===== config.mk =====
export PLATFORM = sky130hd
export DESIGN_NAME = glyph_rom_arbiter
export DESIGN_NICKNAME = d
export VERILOG_FILES = /design/src/rtl/glyph_rom_arbiter.sv
export SDC_FILE = /design/constraint.sdc
export NUM_CORES = 1
export LEC_CHECK = 0
export BUFFER_PORTS_ARGS = -buffer_cell sky130_fd_sc_hd__buf_2
export CAP_MARGIN = 10
export CELL_PAD_IN_SITES_DETAIL_PLACEMENT = 0
export CELL_PAD_IN_SITES_GLOBAL_PLACEMENT = 1
export CORE_UTILIZATION = 31
export DETAILED_ROUTE_END_ITERATION = 16
export PLACE_DENSITY_LB_ADDON = 0.1
export SETUP_SLACK_MARGIN = 0.5
export SLEW_MARGIN = 10
export SYNTH_ARGS = -nofsm -noshare
export SYNTH_HDL_FRONTEND = slang
export SYNTH_SLANG_ARGS = --single-unit

===== constraint.sdc =====
create_clock -name clk -period 1.6 [get_ports clk]
set_input_delay 0.24 -clock clk [delete_from_list [all_inputs] [get_ports clk]]
set_output_delay 0.24 -clock clk [all_outputs]
set_load 0.05 [all_outputs]

===== src/rtl/glyph_rom_arbiter.sv =====
// glyph_rom_arbiter: shares one glyph dot-matrix ROM between NUM_REQ pixel
// pipeline requesters. One grant per clock, the requester id travels alongside
// the ROM read in a tag pipeline, and the returned row lands in that
// requester's held result slot.
// Optional build macro: GLYPH_ARB_ROUND_ROBIN_EN selects round-robin
// arbitration; left undefined, the lowest requester index always wins.
module glyph_rom_arbiter #(
    parameter int NUM_REQ = 2,
    parameter int AW      = 12,
    parameter int DW      = 12,
    parameter int ROM_LAT = 1
) (
    input  logic                  clk,
    input  logic                  rst_n,
    input  logic                  en,
    input  logic [NUM_REQ-1:0]    req_valid,
    input  logic [NUM_REQ*AW-1:0] req_addr,
    output logic [NUM_REQ-1:0]    gnt,
    output logic [AW-1:0]         rom_addr,
    input  logic [DW-1:0]         rom_dout,
    output logic [NUM_REQ-1:0]    rsp_valid,
    output logic [NUM_REQ*DW-1:0] rsp_data,
    output logic [15:0]           conflict_cnt
);
    // Id/popcount/pointer width; one spare bit so ptr+1+k never overflows.
    localparam int PW    = $clog2(NUM_REQ) + 1;
    // Tag is written at the grant edge and consumed at the rom_dout sample edge.
    localparam int DEPTH = ROM_LAT + 1;

    logic                win_valid;
    logic [PW-1:0]       win_id;
    logic [AW-1:0]       win_addr;
    logic [PW-1:0]       req_pop;

    logic [AW-1:0]       rom_addr_reg;
    logic [DEPTH-1:0]    tag_valid_reg;
    logic [PW-1:0]       tag_id_reg [DEPTH];
    logic [NUM_REQ-1:0]  rsp_valid_reg;
    logic [15:0]         conflict_cnt_reg;

`ifdef GLYPH_ARB_ROUND_ROBIN_EN
    logic [PW-1:0]       rr_ptr_reg;
    logic [PW-1:0]       cand;
`endif

    // Pick this cycle's winner, build the one-hot grant and the winning address.
    always_comb begin
        win_valid = 1'b0;
        win_id    = '0;
        gnt       = '0;
        win_addr  = '0;
`ifdef GLYPH_ARB_ROUND_ROBIN_EN
        cand      = '0;
        // Walk the ring starting just past the last granted requester.
        for (int k = 0; k < NUM_REQ; k++) begin
            cand = rr_ptr_reg + PW'(1) + PW'(k);
            if (cand >= PW'(NUM_REQ))
                cand = cand - PW'(NUM_REQ);
            for (int i = 0; i < NUM_REQ; i++) begin
                if (!win_valid && cand == PW'(i) && req_valid[i]) begin
                    win_valid = 1'b1;
                    win_id    = PW'(i);
                end
            end
        end
`else
        // Scan downwards so the lowest requesting index is the last to stick.
        for (int i = NUM_REQ - 1; i >= 0; i--) begin
            if (req_valid[i]) begin
                win_valid = 1'b1;
                win_id    = PW'(i);
            end
        end
`endif
        if (!en || !rst_n)
            win_valid = 1'b0;
        for (int i = 0; i < NUM_REQ; i++) begin
            gnt[i] = win_valid && (win_id == PW'(i));
            if (gnt[i])
                win_addr = req_addr[i*AW +: AW];
        end
    end

    // Number of requests pending this cycle, for contention accounting.
    always_comb begin
        req_pop = '0;
        for (int i = 0; i < NUM_REQ; i++)
            req_pop = req_pop + PW'(req_valid[i]);
    end

    // ROM address register, tag pipeline, response pulses and conflict counter.
    always_ff @(posedge clk) begin
        if (!rst_n) begin
            rom_addr_reg     <= '0;
            tag_valid_reg    <= '0;
            rsp_valid_reg    <= '0;
            conflict_cnt_reg <= '0;
            for (int s = 0; s < DEPTH; s++)
                tag_id_reg[s] <= '0;
        end else begin
            if (win_valid)
                rom_addr_reg <= win_addr;
            // Idle cycles push a bubble so latency stays fixed.
            tag_valid_reg <= {tag_valid_reg[DEPTH-2:0], win_valid};
            tag_id_reg[0] <= win_id;
            for (int s = 1; s < DEPTH; s++)
                tag_id_reg[s] <= tag_id_reg[s-1];
            for (int i = 0; i < NUM_REQ; i++)
                rsp_valid_reg[i] <= tag_valid_reg[DEPTH-1] && (tag_id_reg[DEPTH-1] == PW'(i));
            if (en && req_pop >= PW'(2) && conflict_cnt_reg != 16'hFFFF)
                conflict_cnt_reg <= conflict_cnt_reg + 16'd1;
        end
    end

`ifdef GLYPH_ARB_ROUND_ROBIN_EN
    // Round-robin pointer remembers the last requester actually granted.
    always_ff @(posedge clk) begin
        if (!rst_n)
            rr_ptr_reg <= PW'(NUM_REQ - 1);
        else if (win_valid)
            rr_ptr_reg <= win_id;
    end
`endif

    genvar gi;
    generate
        for (gi = 0; gi < NUM_REQ; gi++) begin : g_slot
            logic [DW-1:0] slot_reg;
            // Capture the returning row only when the tag names this slot.
            always_ff @(posedge clk) begin
                if (!rst_n)
                    slot_reg <= '0;
                else if (tag_valid_reg[DEPTH-1] && tag_id_reg[DEPTH-1] == PW'(gi))
                    slot_reg <= rom_dout;
            end
            assign rsp_data[gi*DW +: DW] = slot_reg;
        end
    endgenerate

    assign rom_addr     = rom_addr_reg;
    assign rsp_valid    = rsp_valid_reg;
    assign conflict_cnt = conflict_cnt_reg;
endmodule


---- Yosys cells after proc, flatten, opt, wreduce, memory -nomap -nowiden ----
Memories as Yosys holds them, arrays and structs flattened.
Cells that the tools add are included.
W data, S select, Z words.
storage, ports and cells
  register bits after elaboration ......... 56
  bits in latches ......................... 0
  bits in writable memories ............... 4
  ROM bits ................................ 0
  input bits .............................. 41
  output and inout port bits .............. 56
  word-level logic and storage cells ...... 37
  memories kept ........................... 1
memories
  memory      words  width  read ports  clocked after memory_dff  wr ports  RTL line  text
  tag_id_reg  2      2      2           0                         2         37        logic [PW-1:0] tag_id_reg [DEPTH];
cells by class
  add/sub/neg operators ................... 2
  $mul .................................... 0
  div/mod/pow operators ................... 0
  $lt $le $gt $ge ......................... 1
  eq/ne operators ......................... 3
  shift-type cells ........................ 0
  mux-type cells .......................... 11
  bitwise logic cells ..................... 2
  reductions and logical operators ........ 11
operators by type and width
  kind                     number
  $mux W12                 2
  $add A16 B1 Y16 const B  1
  $ne A16 B16 Y1 const B   1
  $logic_and A1 B1 Y1      6
  $mux W1                  6
  $mux W2                  3
  $eq A2 B1 Y1 const B     2
  $logic_not A2 Y1         2
  $add A1 B1 Y2            1
  $ge A2 B2 Y1 const B     1
  $logic_not A1 Y1         2
  $or A1 B1 Y1             2
  $logic_or A1 B1 Y1       1

---- Logic depth before layout (Yosys ltp) ----
  word-level depth ........................ 6
  gate-level depth with buffers ........... 5

---- Worst setup path after synthesis ----
OpenSTA, ideal clock, no wires.
  path kind ............................... register -> register
  from .................................... register conflict_cnt_reg[5], in the netlist conflict_cnt[5]
  to ...................................... register conflict_cnt_reg[15], in the netlist conflict_cnt[15]
  library setup time ...................... 0.129 ns
  data arrival time ....................... 1.928 ns
  required time ........................... 1.471 ns
  path slack .............................. -0.458 ns
  cell stages (with the launch flop) ...... 5
  clock period less this slack ............ 2.058 ns
  cell sequence ........................... dfxtp_1 > nand4_2 > or4b_4 > a2111oi_2 > nor3b_2
between the ends
  word-level cells in the longest chain between the ends .. 2
RTL lines
  what                                                                     RTL line  text
  from (decl)                                                              39        logic [15:0] conflict_cnt_reg;
  from (signal assigned)                                                   111       conflict_cnt_reg <= conflict_cnt_reg + 16'd1;
  parallel branches: the longest is 2 deep, another holds $add A16 B1 Y16  --
Several ways; the timed one is not identified.
A chain may end at the register's enable or synchronous reset.

---- Worst setup path after layout ----
  from .................................... register conflict_cnt_reg[0], in the netlist conflict_cnt[0]
  to ...................................... register conflict_cnt_reg[13], in the netlist conflict_cnt[13]
The elaborated chain is that of the path after synthesis.

==> summary.md <==
| Metric | Value |
|---|---|
| Core area | `7330 um^2` |
| Multi-input gate area | `1370 um^2` |
| Crit path arrival time | `1.81 ns` |
| Cell area after synthesis | `2370 um^2` |
| Post-route setup TNS | `0 ns` |
| Least-Margin Pin Slew | `0.349 ns` |
| Setup crit start kind | `flop` |
| Syn Nets | `around 320` |
| Hold Buf Count CTS | `0` |
| Status | `finished, final reports clean` |
| Clock tree sinks | `58` |
| CP cell instances | `and4_4 -> or4b_4 -> a211oi_2 -> mux2i_1` |
| Mapped Avg Cell Area | `8.48 um^2` |
| Row count | `31` |
| Crit path max-delay cell type | `or4b_4` |
| Fillers | `625` |
| Via density | `4.82` |
| HPWL Detailed | `4530 um` |
| Worst path required time | `1.86 ns` |
| Drt pass-1 iters | `4` |
| Total power per unit cell area | `741 nW/um^2` |
| Share of post-route cells with drive strength above 1 | `57.8%` |
| Worst hold path type | `in2reg` |
| Num CTS Buffers | `9` |
| Vias in the first global route | `2322` |
| Final #Nets | `roughly 460` |
| Via Count | `2519` |
| Post-synth ARST share | `0%` |
| IO Pins | `97` |
| Period utilisation layout | `97.3%` |
| All-layer global routing usage | `a little under a fifth` |
| Die Span X | `89.5 um` |
| RSZ-0062 raised after global routing | `yes` |
| Synth Warn # | `0` |
| Inserted Diodes | `0` |
| Starting Density | `32.4%` |
| Max reg flops | `24` |
| Residual DRC | `0` |
| DIE AREA | `8010 um^2` |
| CTS HTree Levels | `3` |
| Clock Path Buffers | `2` |
| Pin count of the biggest net entering global routing | `23` |
| Slew margin rel. | `76.7%` |
| #FFs+latches synth | `58` |
| Port Buffers | `96` |
| GR Overflow Total | `0` |
| Critical path class | `reg2reg` |
| Antenna violations before repair | `0` |
| Final setup viols | `0` |
| Area Overhead vs Synth | `82.3%` |
| DIE HEIGHT | `89.5 um` |
| FMAX | `642 MHz` |
| Gpl congestion | `0.811` |
| Worst-Skew Late Latency | `0.33 ns` |
| Max Cap Viol | `0` |
| Clock Skew | `roughly 0.0052 ns` |
| Crit Path Max Fanout | `3` |
| Routed WL per cell | `roughly 14 um` |
| Clk slew on worst S/H paths | `0.06 ns` |
| DR iter-0 viols | `74` |
| Final Critical Period | `1.56 ns` |
| Synth Instances | `280` |
| Register area | `between 1000 and 1500 um^2` |
| Global-route wire length before repair | `11000 um` |
| Predominant post-synthesis flop cell | `dfxtp_1` |
| Sequential fraction of the synthesis area | `about half` |
| LEAKAGE | `roughly 1.8 nW` |
| Max incr delay on CP | `0.50 ns` |
| Final WL | `between 7000 and 8000 um` |
| CTS root buffer | `clkbuf_8` |
| Max VDD drop | `417 uV` |
| Final antenna-violating net count | `0` |
| Hold Vio Cnt, Final | `0` |
| Worst Hold Margin | `between 0.08 and 0.09 ns` |
| Slew Limit Fails | `0` |
| CP endpoint kind | `flop` |
| Post-synth cell types | `42` |
| Post-synth EDFFs | `0` |
| CTS tree | `yes` |
==> what timing repair did <==
item / 4_1_cts / 5_1_grt
pin swaps: 8 / 5
buffers inserted: 18 / 9
endpoints found under the setup margin: 86 / 72
gates resized for setup: 166 / 63
==> where the power goes <==
group	internal [mW]	switching (mW)	total [mW]
logic	0.150	0.210	0.360
clock network	0.789	0.583	1.37
registers	1.45	0.0230	1.48
==> layout by cell type (no fill, tap or decap), drive strengths merged, types with 4 or more instances in the layout <==
master,count
dfxtp,58
clkbuf,13
mux2i,9
nand3,6
nand2,79
buf,142
a21oi,44
nand2b,9
and2,4
a22oi,12
nor2,4
and3,4
==> area by class of cell <==
| cell class | count | area share (%) |
|---|---|---|
| Sequential cell | 58 | 29.3 |
| Clock buffer | 13 | 4.42 |
| Multi-Input combinational cell | 205 | 31.7 |
| Timing Repair Buffer | 142 | 31.1 |
| Tap cell | 99 | 2.86 |
| Inverter | 3 | 0.260 |
| Clock inverter | 3 | 0.376 |
==> stage by stage <==
stage | power, mW | std cells | worst slack [ns] | area, um^2 | util, %
6_report | 3.21 | 523 | 0.0432 | 4330 | 59.1
3_3_place_gp | 1.80 | 480 | 0.0350 | 3190 | 43.6
4_1_cts | 3.23 | 514 | 0.0546 | 4070 | 55.6
5_1_grt | 3.36 | 523 | 0.000443 | 4330 | 59.1
2_1_floorplan | 1.68 | 280 | -0.0121 | 2510 | -
3_5_place_dp | 1.80 | 480 | 0.0117 | 3190 | 43.6
==> cell usage after synthesis (2+ instances only) <==
library cell,n,area share [%]
or4_1,2,0.63
nand2_1,79,12
mux2i_1,9,3.8
and3_1,4,1.1
o211ai_1,2,0.63
and2_1,4,1.1
a21oi_1,44,9.3
o21ai_0,2,0.42
nand2b_1,9,2.4
nor4_2,2,1.1
clkbuf_1,12,1.9
and4_1,2,0.74
nor2b_1,2,0.53
nand3_1,6,1.3
a22oi_1,12,3.8
o31ai_1,2,0.63
dfxtp_1,58,49
nor2_1,4,0.63
inv_1,2,0.32
==> critical path: cells and delay by family (launching register included) <==
kind,cells,cell delay [ns]
compound gates,1,0.19
simple gates,2,0.73
mux,1,0.20
flops,1,0.37
==> metal layers <==
metal	wire length, um	share of wire (%)	up-vias	global-route usage, %
met2	3510	49	67	29.0
met4	129	1.8	0	8.80
met1	3210	45	1169	23.0
met3	334	4.7	10	4.43
li1	-	-	1273	-
met5	0	0	-	0
==> path summary, 6_finish.rpt <==
kind | startpoint | endpoint | slack [ns] | cells past startpoint
setup / recovery | conflict_cnt[0] | conflict_cnt[13] | 0.04 | 4
hold / removal | req_valid[0] | tag_id_reg[0][0] | 0.08 | 2
setup reg to reg | conflict_cnt[0] | conflict_cnt[13] | 0.04 | 4
hold reg to reg | tag_valid_reg[0] | tag_valid_reg[1] | 0.43 | 1
==> cell families (layout without fill, tap and decap cells) <==
| group | count (synthesis) | count (layout) | synth area share [%] |
|---|---|---|---|
| AND/OR/NAND/NOR | 124 | 124 | 25.6 |
| multiplexers | 9 | 9 | 3.79 |
| flip-flops | 58 | 58 | 48.9 |
| adder cells (fa/ha/maj) | 1 | 1 | 0.527 |
| buffers and inverters | 17 | 161 | 2.74 |
| AO/OA/AOI/OAI | 71 | 71 | 18.4 |
(Power assumes the default switching activity.)
